`src/rtl/servo_pwm_rx_multi_if.sv`:
```
// Config/result bundle for servo_pwm_rx_multi. Loss-detection signals exist only
// when SERVO_PWM_RX_TIMEOUT_EN is defined.
interface servo_pwm_rx_multi_if #(
  parameter int unsigned NUM_CH = 4,
  parameter int unsigned TICK_W = 12
);
  logic [NUM_CH-1:0]        pwm_in;
  logic [TICK_W-1:0]        ui_clk_ticks;
  logic [TICK_W-1:0]        min_ui;
  logic [TICK_W-1:0]        max_ui;
  logic [NUM_CH*TICK_W-1:0] pwm_rx_ui_ticks;
  logic [NUM_CH-1:0]        pwm_rx_ui_ticks_dv;
  logic [NUM_CH-1:0]        pwm_rx_err;
`ifdef SERVO_PWM_RX_TIMEOUT_EN
  logic [TICK_W-1:0]        timeout_ui;
  logic [NUM_CH-1:0]        pwm_rx_lost;

  modport master (
    input  pwm_in, ui_clk_ticks, min_ui, max_ui, timeout_ui,
    output pwm_rx_ui_ticks, pwm_rx_ui_ticks_dv, pwm_rx_err, pwm_rx_lost
  );
  modport slave (
    output pwm_in, ui_clk_ticks, min_ui, max_ui, timeout_ui,
    input  pwm_rx_ui_ticks, pwm_rx_ui_ticks_dv, pwm_rx_err, pwm_rx_lost
  );
`else
  modport master (
    input  pwm_in, ui_clk_ticks, min_ui, max_ui,
    output pwm_rx_ui_ticks, pwm_rx_ui_ticks_dv, pwm_rx_err
  );
  modport slave (
    output pwm_in, ui_clk_ticks, min_ui, max_ui,
    input  pwm_rx_ui_ticks, pwm_rx_ui_ticks_dv, pwm_rx_err
  );
`endif
endinterface

```
`src/rtl/servo_pwm_rx_multi.sv`:
```
// Multi-channel servo PWM high-time receiver, rounded to nearest UI with range flags.
// Optional per-channel signal-loss detection under SERVO_PWM_RX_TIMEOUT_EN.
module servo_pwm_rx_multi #(
  parameter int unsigned NUM_CH   = 4,
  parameter int unsigned TICK_W   = 12,
  parameter int unsigned DEGLITCH = 3
) (
  input logic                  clk,
  input logic                  rst,
  servo_pwm_rx_multi_if.master rx_if
);
  localparam logic [TICK_W-1:0] ALL_ONES = '1;

  typedef enum logic [1:0] {S_IDLE, S_ARMED, S_HIGH, S_DONE} state_e;

  logic [NUM_CH-1:0]   sync1_q, sync2_q, maj_q, maj_d, maj_prev_q, rise_q, fall_q;
  logic [DEGLITCH-1:0] shift_q [NUM_CH];

  state_e            state_q [NUM_CH];
  state_e            state_d [NUM_CH];
  logic [TICK_W-1:0] u_q [NUM_CH];
  logic [TICK_W-1:0] u_d [NUM_CH];
  logic [TICK_W-1:0] r_q [NUM_CH];
  logic [TICK_W-1:0] r_d [NUM_CH];
  logic [TICK_W-1:0] n_q [NUM_CH];
  logic [TICK_W-1:0] n_d [NUM_CH];
  logic [TICK_W-1:0] res_q [NUM_CH];
  logic [TICK_W-1:0] res_d [NUM_CH];
  logic [NUM_CH-1:0] dv_q, dv_d, err_q, err_d;

  function automatic logic maj_vote(input logic [DEGLITCH-1:0] v);
    int unsigned ones;
    ones = 0;
    for (int k = 0; k < int'(DEGLITCH); k++) ones += 32'(v[k]);
    return ones > (DEGLITCH / 2);
  endfunction

  always_comb begin
    maj_d = '0;
    for (int i = 0; i < int'(NUM_CH); i++) maj_d[i] = maj_vote(shift_q[i]);
  end

  // Input path resets high so a channel released mid-pulse must see low before arming.
  always_ff @(posedge clk or posedge rst) begin
    if (rst) begin
      sync1_q    <= '1;
      sync2_q    <= '1;
      maj_q      <= '1;
      maj_prev_q <= '1;
      rise_q     <= '0;
      fall_q     <= '0;
      for (int i = 0; i < int'(NUM_CH); i++) shift_q[i] <= '1;
    end else begin
      sync1_q    <= rx_if.pwm_in;
      sync2_q    <= sync1_q;
      for (int i = 0; i < int'(NUM_CH); i++)
        shift_q[i] <= {shift_q[i][DEGLITCH-2:0], sync2_q[i]};
      maj_q      <= maj_d;
      maj_prev_q <= maj_q;
      rise_q     <= maj_q & ~maj_prev_q;
      fall_q     <= ~maj_q & maj_prev_q;
    end
  end

  always_comb begin
    state_d = state_q;
    u_d     = u_q;
    r_d     = r_q;
    n_d     = n_q;
    res_d   = res_q;
    dv_d    = '0;
    err_d   = err_q;
    for (int i = 0; i < int'(NUM_CH); i++) begin
      unique case (state_q[i])
        S_IDLE:  if (!maj_q[i]) state_d[i] = S_ARMED;
        S_ARMED: if (rise_q[i]) begin
          state_d[i] = S_HIGH;
          u_d[i]     = rx_if.ui_clk_ticks;
          r_d[i]     = '0;
          n_d[i]     = '0;
        end
        S_HIGH: begin
          if (r_q[i] == u_q[i] - TICK_W'(1)) begin
            r_d[i] = '0;
            if (n_q[i] != ALL_ONES) n_d[i] = n_q[i] + TICK_W'(1);
          end else begin
            r_d[i] = r_q[i] + TICK_W'(1);
          end
          if (fall_q[i]) state_d[i] = S_DONE;
        end
        S_DONE: begin
          // Round half up: compare 2r against U one bit wider so nothing is lost.
          if (n_q[i] == ALL_ONES) begin
            res_d[i] = ALL_ONES;
            err_d[i] = 1'b1;
          end else begin
            res_d[i] = n_q[i] + (({r_q[i], 1'b0} >= {1'b0, u_q[i]}) ? TICK_W'(1) : TICK_W'(0));
            err_d[i] = (res_d[i] < rx_if.min_ui) || (res_d[i] > rx_if.max_ui);
          end
          dv_d[i]    = 1'b1;
          state_d[i] = S_ARMED;
        end
        default: state_d[i] = S_IDLE;
      endcase
      if (rx_if.ui_clk_ticks == '0) begin
        state_d[i] = S_IDLE;
        dv_d[i]    = 1'b0;
        res_d[i]   = res_q[i];
        err_d[i]   = err_q[i];
      end
    end
  end

  always_ff @(posedge clk or posedge rst) begin
    if (rst) begin
      dv_q  <= '0;
      err_q <= '0;
      for (int i = 0; i < int'(NUM_CH); i++) begin
        state_q[i] <= S_IDLE;
        u_q[i]     <= '0;
        r_q[i]     <= '0;
        n_q[i]     <= '0;
        res_q[i]   <= '0;
      end
    end else begin
      dv_q    <= dv_d;
      err_q   <= err_d;
      state_q <= state_d;
      u_q     <= u_d;
      r_q     <= r_d;
      n_q     <= n_d;
      res_q   <= res_d;
    end
  end

  for (genvar g = 0; g < int'(NUM_CH); g++) begin : g_out
    assign rx_if.pwm_rx_ui_ticks[g*TICK_W +: TICK_W] = res_q[g];
  end
  assign rx_if.pwm_rx_ui_ticks_dv = dv_q;
  assign rx_if.pwm_rx_err         = err_q;

`ifdef SERVO_PWM_RX_TIMEOUT_EN
  logic [TICK_W-1:0] to_tick_q [NUM_CH];
  logic [TICK_W-1:0] to_tick_d [NUM_CH];
  logic [TICK_W-1:0] to_ui_q [NUM_CH];
  logic [TICK_W-1:0] to_ui_d [NUM_CH];
  logic [NUM_CH-1:0] lost_q, lost_d;

  // UI counter since the last rising edge, tracking the live UI length.
  always_comb begin
    to_tick_d = to_tick_q;
    to_ui_d   = to_ui_q;
    lost_d    = lost_q;
    for (int i = 0; i < int'(NUM_CH); i++) begin
      if (rise_q[i]) begin
        to_tick_d[i] = '0;
        to_ui_d[i]   = '0;
      end else if (rx_if.ui_clk_ticks != '0) begin
        if (to_tick_q[i] >= rx_if.ui_clk_ticks - TICK_W'(1)) begin
          to_tick_d[i] = '0;
          if (to_ui_q[i] != ALL_ONES) to_ui_d[i] = to_ui_q[i] + TICK_W'(1);
        end else begin
          to_tick_d[i] = to_tick_q[i] + TICK_W'(1);
        end
      end
      if ((rx_if.timeout_ui != '0) && (to_ui_q[i] == rx_if.timeout_ui)) lost_d[i] = 1'b1;
      if (dv_d[i] && !err_d[i]) lost_d[i] = 1'b0;
    end
  end

  always_ff @(posedge clk or posedge rst) begin
    if (rst) begin
      lost_q <= '0;
      for (int i = 0; i < int'(NUM_CH); i++) begin
        to_tick_q[i] <= '0;
        to_ui_q[i]   <= '0;
      end
    end else begin
      lost_q    <= lost_d;
      to_tick_q <= to_tick_d;
      to_ui_q   <= to_ui_d;
    end
  end

  assign rx_if.pwm_rx_lost = lost_q;
`endif
endmodule

```
`src/flat_wrapper.sv`:
```
// flat-port wrapper written by rule: the top's interface ports become plain ports
module servo_pwm_rx_multi_flat 
#(
  parameter int unsigned NUM_CH   = 4,
  parameter int unsigned TICK_W   = 12,
  parameter int unsigned DEGLITCH = 3
)
  (clk, rst, rx_if_pwm_in, rx_if_ui_clk_ticks, rx_if_min_ui, rx_if_max_ui, rx_if_pwm_rx_ui_ticks, rx_if_pwm_rx_ui_ticks_dv, rx_if_pwm_rx_err);
  servo_pwm_rx_multi_if #(.NUM_CH(NUM_CH), .TICK_W(TICK_W)) rx_if_i ();
  input logic clk;
  input logic rst;
  input wire logic [$bits(rx_if_i.pwm_in)-1:0] rx_if_pwm_in;
  input wire logic [$bits(rx_if_i.ui_clk_ticks)-1:0] rx_if_ui_clk_ticks;
  input wire logic [$bits(rx_if_i.min_ui)-1:0] rx_if_min_ui;
  input wire logic [$bits(rx_if_i.max_ui)-1:0] rx_if_max_ui;
  output wire logic [$bits(rx_if_i.pwm_rx_ui_ticks)-1:0] rx_if_pwm_rx_ui_ticks;
  output wire logic [$bits(rx_if_i.pwm_rx_ui_ticks_dv)-1:0] rx_if_pwm_rx_ui_ticks_dv;
  output wire logic [$bits(rx_if_i.pwm_rx_err)-1:0] rx_if_pwm_rx_err;
  assign rx_if_i.pwm_in = rx_if_pwm_in;
  assign rx_if_i.ui_clk_ticks = rx_if_ui_clk_ticks;
  assign rx_if_i.min_ui = rx_if_min_ui;
  assign rx_if_i.max_ui = rx_if_max_ui;
  assign rx_if_pwm_rx_ui_ticks = rx_if_i.pwm_rx_ui_ticks;
  assign rx_if_pwm_rx_ui_ticks_dv = rx_if_i.pwm_rx_ui_ticks_dv;
  assign rx_if_pwm_rx_err = rx_if_i.pwm_rx_err;
  servo_pwm_rx_multi #(.NUM_CH(NUM_CH), .TICK_W(TICK_W), .DEGLITCH(DEGLITCH)) u_core (.clk(clk), .rst(rst), .rx_if(rx_if_i));
endmodule
```
`config.mk`:
```
export PLATFORM = sky130hd
export DESIGN_NAME = servo_pwm_rx_multi_flat
export DESIGN_NICKNAME = d
export VERILOG_FILES = /design/src/rtl/servo_pwm_rx_multi_if.sv /design/src/rtl/servo_pwm_rx_multi.sv /design/src/flat_wrapper.sv
export SDC_FILE = /design/constraint.sdc
export NUM_CORES = 1
export LEC_CHECK = 0
export CAP_MARGIN = 20
export CORE_MARGIN = 1
export CORE_UTILIZATION = 30
export DETAILED_ROUTE_END_ITERATION = 12
export GPL_ROUTABILITY_DRIVEN = 0
export HOLD_SLACK_MARGIN = 0.12
export PLACE_DENSITY_LB_ADDON = 0.25
export SYNTH_ARGS = -nofsm -noshare
export SYNTH_HDL_FRONTEND = slang
export SYNTH_SLANG_ARGS = --single-unit
export TNS_END_PERCENT = 10
```
`constraint.sdc`:
```
create_clock -name clk -period 17.4 [get_ports clk]
set_input_delay 2.61 -clock clk [delete_from_list [all_inputs] [get_ports clk]]
set_output_delay 2.61 -clock clk [all_outputs]
set_load 0.02 [all_outputs]
```
* After elaboration in Yosys (flattened, before gate mapping)
Index checks and enable logic that the tools add are counted.
** Word-level totals
- Output and inout port bits :: 56
- Word-level logic and storage cells :: 225
- Bits of input ports :: 42
- Register bits :: 244
** Operators by class
- Bitwise operators :: 5
- Eq/ne operators :: 48
- Muxes and demuxes :: 64
- $lt $le $gt $ge :: 16
- Reduce and logical (&&, ||, !) cells :: 33
- Add/sub/neg operators :: 24
** Operators with widths (count)
- 12-bit two-way mux :: 20
- 12-bit case mux with 2 select lines :: 8
- 32-bit by 1-bit adder with 32-bit output :: 4
- 32-bit by 1-bit > comparator with 1-bit output, second input constant :: 4
- 12-bit by 1-bit adder with 12-bit output, second input constant :: 8
- 13-bit by 12-bit >= comparator with 1-bit output :: 4
- 12-bit adder :: 4
- 12-bit equality test :: 4
- 12-bit equality test, second input constant :: 4
- 12-bit > comparator :: 4
- 12-bit < comparator :: 4
- 12-bit != test, second input constant :: 4
- 12-bit by 1-bit subtractor with 12-bit output, second input constant :: 4
- 2-bit two-way mux :: 16
- 2-bit case mux with 4 select lines :: 4
- 2-bit by 1-bit != test with 1-bit output, second input constant :: 12
- 3-bit by 1-bit != test with 1-bit output, second input constant :: 8
- 2-bit AND reduction :: 12
- 2-bit equality test, second input constant :: 8
- 1-bit two-way mux :: 16
- 4-bit AND reduction :: 4
- 12-bit logical NOT :: 1
- 3-bit != test, second input constant :: 4
- 3-bit AND reduction :: 4
- 8 further kinds :: 25

* Logic depth before layout (Yosys ltp)
Gate-level depths: netlist of the first run.
- Word-level depth :: 6
- Gate-level depth with buffers :: 23
- Depth with buffers taken out :: 23

* Worst setup path before layout of the first run
OpenSTA, ideal clock, no wires.
- Path kind :: in2reg
- Start point :: input rx_if_max_ui[1]
- End point :: register u_core.err_q[1], in the netlist u_core.rx_if.pwm_rx_err[1]
- Library setup time :: 0.124 ns
- Cell stages on the path :: 10
- Path slack :: 13.245 ns
- Buffers on the path :: 0
- Data required time :: 17.276 ns
- Data arrival time :: 4.031 ns
- Cells stage by stage :: inv_1 > ha_1 > nor2b_1 > o21a_1 > o21a_1 > o21ai_0 > o211ai_1 > a21o_1 > a211oi_1 > nor2_1
** On the way
- Cells in the longest elaborated chain, start to end :: 3
** Ends and longest elaborated chain
- start, declared :: RTL line flat_wrapper.sv:15 : input wire logic [$bits(rx_if_i.max_ui)-1:0] rx_if_max_ui;
- 12-bit > comparator :: RTL line servo_pwm_rx_multi.sv:98 : err_d[i] = (res_d[i] < rx_if.min_ui) || (res_d[i] > rx_if.max_ui);
- 1-bit logical OR :: RTL line servo_pwm_rx_multi.sv:98
- 1-bit two-way mux :: RTL line servo_pwm_rx_multi.sv:93 : if (n_q[i] == ALL_ONES) begin
- end signal, assigned :: RTL line servo_pwm_rx_multi.sv:127 : err_q <= err_d;
- end, declared :: RTL line servo_pwm_rx_multi.sv:29 : logic [NUM_CH-1:0] dv_q, dv_d, err_q, err_d;
Every way passes these cells.
A chain may end at the register's enable or synchronous reset.

* Worst setup path after layout of the first run
- Start point :: input rx_if_ui_clk_ticks[3]
- End point :: register u_core.res_q (netlist bit u_core.rx_if.pwm_rx_ui_ticks[32])
** On the way
- Cells in the longest elaborated chain, start to end :: 3
** Ends and longest elaborated chain
- start, declared :: RTL line flat_wrapper.sv:13 : input wire logic [$bits(rx_if_i.ui_clk_ticks)-1:0] rx_if_ui_clk_ticks;
- 12-bit logical NOT :: RTL line servo_pwm_rx_multi.sv:105 : if (rx_if.ui_clk_ticks == '0) begin
- 1-bit NOT (no source line)
- 2-bit AND reduction (no source line)
- end signal, assigned :: RTL line servo_pwm_rx_multi.sv:132 : res_q <= res_d;
- end, declared :: RTL line servo_pwm_rx_multi.sv:27 : logic [TICK_W-1:0] res_q [NUM_CH];
Every way passes these cells.

==> flow_metrics.py, run 1 <==
metrics = {
    "run_status": {
        "status": "finished, final reports clean",
    },
    "die": {
        "start_util_pct": 30.7,
        "die_w_um": 232,
        "coreArea_um2": 51700,
        "io_pins": 98,
        "dieArea_um2": 53800,
        "dieHeight_um": 232,
        "std_cell_rows": 83,
    },
    "synth": {
        "ys_seq_area_share_pct": 38.7,
        "synth_most_common_cell": "dfrtp_1",
        "ys_seq_elements": 244,
        "avgSynthCellArea_um2": 9.56,
        "synth-compound-area-share_pct": 14.7,
        "synth_fa_ha_area_share_pct": 14.0,
        "syn-num-nets": 1877,
        "synthSimpleGateAreaFrac_pct": 17.1,
        "yosys.area.top_type_share_pct": 34.1,
        "synth_top_family_by_area": "simple AND/OR/NAND/NOR gates",
        "synth_area_leaders": "dfrtp_1, ha_1, dfstp_2",
        "yosysWarnings": 0,
        "yosysTopAreaCell": "dfrtp_1",
        "netlist_instances": 1658,
        "synth_edf_count": 0,
        "synth_flop_cell": "dfrtp_1",
        "synth_xor_area_share_pct": 7.57,
        "netlist-cell-type-count": 75,
        "yosys-top-cells-count": "dfrtp_1, ha_1, nor2_1",
        "yosys-mux-area-fraction_pct": 4.00,
        "async_reset_ff_share_pct": 100,
        "synth_area_um2": 15900,
    },
    "clock_network": {
        "post_cts_buffers": 0,
        "cts_buffers": 28,
        "cts.sinks": 244,
        "cts_tree": "yes",
        "cts_max_level": 1,
        "clkSlewWorstSetupHoldPaths_ns": 0.06,
        "cts_buffer_depth": 3,
        "cts_hold_buf": 0,
        "cts_resized": 0,
        "insertion_delay_ns": 0.56,
        "cts-root-buf": "clkbuf_16",
    },
    "final_layout": {
        "drive_above_1_share_pct": 9.23,
        "area_growth_pct": 16.7,
        "nNetsFinal": 1953,
        "antenna_cells": 0,
        "postLayoutCoreUtil_pct": 35.8,
    },
    "sta": {
        "period_needed_ns": 4.92,
        "timing.final.ws_setup_ns": 12.48,
        "finalHoldViolations": 0,
        "setup-tns-final_ns": 0,
        "slew_viol_final": 0,
        "max_freq_mhz": 203,
        "fin_worst_skew_ns": 0.0143,
        "finalCritPeriodShare_pct": 28.3,
        "setup_violations": 0,
        "max-slew-margin-rel_pct": 35.9,
        "grt_setup_unrepaired": "no",
        "worst_pin_slew_ns": 0.953,
    },
    "detailed_routing": {
        "routed_wirelength_um": 42300,
        "wl_met2_um": 19100,
        "drc": 0,
        "met3RoutedLength_um": 1400,
        "first_pass_iters": 7,
        "wl_met1_um": 21200,
        "drt-vias-per-instance": 5.05,
        "ant_nets": 0,
        "top_layer_used": "met4",
        "drt_iter0_drc": 651,
        "vias": 12296,
        "wire_per_inst_um": 17.4,
    },
    "grt": {
        "grt_pass1_vias": 12139,
        "grt_max_degree": 115,
        "antenna_found_initial": 0,
        "grt_util_all_layers_pct": 15.8,
        "grt_pass1_wl_um": 68000,
        "overflow": 0,
    },
    "worst_setup_path": {
        "path_class": "input port to flop",
        "crit_path_start_kind": "input port",
        "crit_path_max_fanout": 17,
        "max_stage_delay_ns": 0.57,
        "end_kind": "flop",
        "worstPathCellList": "clkdlybuf4s50_1 > nor4_1 > nand3_1 > and2_1 > nand2_1 > o22a_1",
        "slowest_stage": "and2_1",
        "critPathArrivalTime_ns": 5.41,
        "required_ns": 17.89,
    },
    "power": {
        "p_leak_nw": 8.43,
        "ir_drop_uv": 95.2,
        "powerDensity_nw_per_um2": 134,
        "switching_power_mw": 0.949,
        "seq_power_share_pct": 36.6,
        "p_int_mw": 1.54,
        "power_frac_clock_pct": 25.7,
        "switching_share_pct": 38.2,
        "p_comb_share_pct": 37.7,
    },
    "placement": {
        "hpwl_um": 32200,
        "pre_cts_ws_ns": 11.84,
        "portBuffers": 97,
    },
    "worst_hold_path": {
        "hp-class": "flop to flop",
    },
    "flow_run": {
        "maxCapViolCount": 0,
    },
}
path summary, 6_finish.rpt:
path	depth (start not counted)	slack (ns)	startpoint	end
setup / recovery	6	12.48	rx_if_ui_clk_ticks[3]	u_core.rx_if.pwm_rx_ui_ticks[32]$_DFFE_PP0P_
hold reg to reg	0	0.35	u_core.sync2_q[3]$_DFF_PP1_	u_core.shift_q[0]$_DFF_PP1_
hold / removal	0	0.35	u_core.sync2_q[3]$_DFF_PP1_	u_core.shift_q[0]$_DFF_PP1_
min in group asynchronous	2	2.64	rst	u_core.n_q[9]$_DFFE_PP0P_
setup reg to reg	22	12.62	u_core.u_q[14]$_DFFE_PP0P_	u_core.rx_if.pwm_rx_err[2]$_DFFE_PP0P_
max in group asynchronous	3	13.37	rst	u_core.u_q[38]$_DFFE_PP0P_
cell type report:
cell class	count	area, um^2
clock inverters	15	198
multi-input cells	1258	9100
fillers	5284	33200
well taps	680	851
clock buffers	37	816
flip-flops and latches	244	6140
inverters	100	383
repair buffers	102	1010
critical path, delay by kind of cell:
kind,cells,cell delay [ns]
compound gates,1,0.23
buf+inv,1,0.50
simple gates,4,2.05
routing by layer:
| layer | vias up | track usage [%] |
|---|---|---|
| met5 | - | 0 |
| met1 | 5986 | 22.7 |
| met3 | 46 | 2.12 |
| met2 | 179 | 25.2 |
| li1 | 6085 | - |
| met4 | 0 | 3.17 |
placed cells by master (no fill, tap or decap), types with 8 or more instances in the layout:
| cell | Yosys | layout |
|---|---|---|
| dfrtp_1 | 216 | 216 |
| ha_1 | 177 | 177 |
| nor2_1 | 143 | 143 |
| nand2_1 | 115 | 115 |
| inv_1 | 100 | 99 |
| clkdlybuf4s50_1 | 0 | 97 |
| o21ai_0 | 84 | 84 |
| a21oi_1 | 80 | 80 |
| xnor2_1 | 76 | 76 |
| xor2_1 | 61 | 61 |
| nand3_1 | 54 | 54 |
| mux2_2 | 51 | 51 |
| nand4_1 | 36 | 36 |
| o22a_1 | 34 | 34 |
| nor3_1 | 30 | 30 |
| a21o_1 | 30 | 30 |
| clkbuf_16 | 0 | 29 |
| o21a_1 | 28 | 28 |
| dfstp_2 | 28 | 28 |
| or3_1 | 22 | 22 |
| o31ai_1 | 21 | 21 |
| nor2b_1 | 21 | 21 |
| and3_1 | 20 | 20 |
| nand2b_1 | 16 | 16 |
| or4_1 | 14 | 14 |
| a211oi_1 | 14 | 14 |
| nor4_1 | 13 | 13 |
| and2_1 | 11 | 11 |
| or2_2 | 8 | 8 |
power groups by stage:
stage               clock network (mW)  registers, mW  logic [mW]
finish                           0.640          0.910       0.938
global route                     0.685          0.936        1.05
CTS                              0.662          0.915       0.947
detailed placement                   0          0.924       0.940
global placement                     0          0.919       0.915
floorplan                            0          0.898       0.633
flip-flops by register name (all words and copies together) (netlist names):
name	flops
u_core.state_q	8
u_core.sync1_q	4
u_core.maj_q	4
u_core.n_q	48
u_core.shift_q	12
u_core.r_q	48
u_core.u_q	48
u_core.rx_if.pwm_rx_ui_ticks_dv	4
u_core.fall_q	4
u_core.rise_q	4
u_core.sync2_q	4
u_core.maj_prev_q	4
u_core.rx_if.pwm_rx_err	4
u_core.rx_if.pwm_rx_ui_ticks	48
kinds of logic after synthesis:
family	Yosys count
multiplexers	57
adder cells (fa/ha/maj)	178
buffers and inverters	156
XOR/XNOR	137
AND/OR/NAND/NOR	537
flip-flops	244
AO/OA/AOI/OAI	349
through the flow:
stage | hold WS, ns | power, mW | cell area (um^2) | cells
floorplan | 0.345 | 1.53 | 15900 | 1658
detailed placement | 0.347 | 1.86 | 17500 | 2383
CTS | 0.348 | 2.52 | 18500 | 2435
global route | 0.354 | 2.67 | 18500 | 2436
finish | 0.346 | 2.49 | 18500 | 2436
global placement | 0.348 | 1.83 | 17500 | 2383
Power figures use the tool's default switching activity.
==> run 2: changes to the inputs <==
==> constraint.sdc (replaced) <==
create_clock -name clk -period 4.4 [get_ports clk]
set_input_delay 0.66 -clock clk [delete_from_list [all_inputs] [get_ports clk]]
set_output_delay 0.66 -clock clk [all_outputs]
set_load 0.02 [all_outputs]
==> run 2 against run 1 <==
  * Clock skew up 0.014 ns
  * Clock power increased to 3.8 times the previous value
  * Final area increased by 2.3%
  * First-iteration DRC count rose by 12%
  * Largest cell class unchanged
  * Highest routed layer unchanged
==> flow_metrics.py, run 2 (synthesis results as in run 1) <==
metrics = {
    "run_status": {
        "status": "finished, final reports clean",
    },
    "clock_network": {
        "cts_max_level": 1,
        "clkSlewWorstSetupHoldPaths_ns": 0.06,
        "cts_buffer_depth": 3,
        "cts.sinks": 244,
        "cts_hold_buf": 0,
        "cts_tree": "yes",
        "insertion_delay_ns": 0.58,
        "cts-root-buf": "clkbuf_16",
        "cts_buffers": 30,
    },
    "grt": {
        "grt_pass1_wl_um": 67600,
        "overflow": 0,
        "grt_util_all_layers_pct": 15.7,
        "grt_pass1_vias": 12174,
        "grt_max_degree": 86,
        "antenna_found_initial": 0,
    },
    "worst_setup_path": {
        "required_ns": 4.85,
        "crit_path_start_kind": "flop",
        "path_class": "flop to flop",
        "critPathArrivalTime_ns": 4.61,
        "ff2ff_path_depth": 20,
        "end_kind": "flop",
        "crit_path_max_fanout": 6,
    },
    "final_layout": {
        "antenna_cells": 0,
        "final_common_cell": "dfrtp_1",
        "final_area_um2": 18900,
        "nNetsFinal": 1998,
        "area_growth_pct": 19.4,
        "most-common-layout-cells": "dfrtp_1, ha_1, nor2_1",
        "fin_cells": 2483,
        "drive_above_1_share_pct": 12.0,
    },
    "placement": {
        "dpl_cell_area_um2": 17800,
        "hpwl_um": 31800,
        "dp.cells": 2423,
        "portBuffers": 97,
    },
    "die": {
        "dieArea_um2": 53800,
        "io_pins": 98,
        "start_util_pct": 30.7,
        "dieHeight_um": 232,
        "std_cell_rows": 83,
        "die_w_um": 232,
        "coreArea_um2": 51700,
    },
    "sta": {
        "period_needed_ns": 4.16,
        "finalHoldViolations": 0,
        "max-slew-margin-rel_pct": 39.8,
        "setup_violations": 0,
        "finalCritPeriodShare_pct": 94.6,
        "slew_viol_final": 0,
        "worst_pin_slew_ns": 0.895,
        "timing.hold.ws_ns": 0.353,
        "setup-tns-final_ns": 0,
        "max_freq_mhz": 240,
        "fin_worst_skew_ns": 0.0282,
        "grt_setup_unrepaired": "yes",
    },
    "worst_hold_path": {
        "hp-class": "flop to flop",
        "hold-path-cell-count": 0,
    },
    "detailed_routing": {
        "vias": 12385,
        "wire_per_inst_um": 16.9,
        "drt_iter0_drc": 730,
        "drt-vias-per-instance": 4.99,
        "top_layer_used": "met4",
        "routed_wirelength_um": 42000,
        "wl_met1_um": 20500,
        "met3RoutedLength_um": 1500,
        "first_pass_iters": 5,
        "wl_met2_um": 19000,
        "ant_nets": 0,
        "drc": 0,
    },
    "power": {
        "p_leak_nw": 8.69,
        "fin_total_pwr_mw": 9.80,
        "ir_drop_uv": 312,
        "powerDensity_nw_per_um2": 518,
    },
    "flow_run": {
        "maxCapViolCount": 0,
    },
}
-- run 2: changes by cell type in the layout (fill, tap and decap cells not counted), moves of 3 or more --
cell | previous run | this run
buf_4 | 4 | 46
clkbuf_1 | 2 | 13
xor2_1 | 61 | 56
bufinv_16 | 4 | 0
clkbuf_16 | 29 | 33
clkinv_4 | 4 | 0
xnor2_1 | 76 | 72
xnor2_2 | 0 | 4
xor2_2 | 0 | 4
a211oi_1 | 14 | 11
a211oi_2 | 0 | 3
o31ai_1 | 21 | 18
o31ai_2 | 0 | 3
-- run 2: path summary, 6_finish.rpt --
kind | start | end | slack (ns)
max in group asynchronous | rst | u_core.shift_q[9]$_DFF_PP1_ | 2.85
setup / recovery | u_core.r_q[24]$_DFFE_PP0P_ | u_core.rx_if.pwm_rx_err[1]$_DFFE_PP0P_ | 0.24
hold / removal | u_core.sync1_q[3]$_DFF_PP1_ | u_core.sync2_q[3]$_DFF_PP1_ | 0.35
hold reg to reg | u_core.sync1_q[3]$_DFF_PP1_ | u_core.sync2_q[3]$_DFF_PP1_ | 0.35
setup reg to reg | u_core.r_q[24]$_DFFE_PP0P_ | u_core.rx_if.pwm_rx_err[1]$_DFFE_PP0P_ | 0.24
min in group asynchronous | rst | u_core.r_q[18]$_DFFE_PP0P_ | 0.60
-- run 2: layer usage --
layer,track usage [%],vias to the layer above
li1,-,6169
met3,2.28,49
met2,25.4,199
met4,3.82,0
met1,21.9,5968
met5,0,-
-- run 2: where the power goes --
part	internal [mW]	switching [mW]
logic	1.80	2.11
registers	2.84	0.615
clock network	1.46	0.979
total	6.10	3.71
-- run 2: stage by stage --
step                      worst slack (ns)  util [%]
after global placement               0.122      34.4
after global routing               -0.0295      36.6
after CTS                           0.0790      36.3
after detailed placement            0.0133      34.4
final                                0.237      36.6
after floorplan                      0.559         -
-- run 2: repair_timing --
action                     4_1_cts  5_1_grt
hold endpoints to repair         0        0
pin swaps                        0        4
gates resized for setup          1       21
buffers inserted                 0        4
setup endpoints to repair        1        4
-- run 2: area by class of cell --
class | instances | area [um^2]
Sequential cell | 244 | 6140
Clock inverter | 4 | 20.0
Fill cell | 5199 | 32800
Clock buffer | 52 | 957
Inverter | 100 | 379
Tap cell | 680 | 851
Timing Repair Buffer | 145 | 1360
Multi-Input combinational cell | 1258 | 9220
-- run 2: worst max-delay path, cell delays in order, from the launching register on --
cell	delay [ns]
dfrtp_1	0.45
ha_1	0.31
nor2b_1	0.13
o21a_1	0.17
o21a_1	0.17
o21a_1	0.15
o21ai_0	0.15
nand2b_1	0.09
a211oi_2	0.25
o31ai_2	0.10
ha_1	0.21
ha_1	0.25
nand2_1	0.12
xnor2_1	0.22
ha_1	0.32
a21o_1	0.16
a21oi_1	0.19
o211ai_1	0.11
a21o_1	0.19
a211oi_1	0.24
nor2_1	0.08
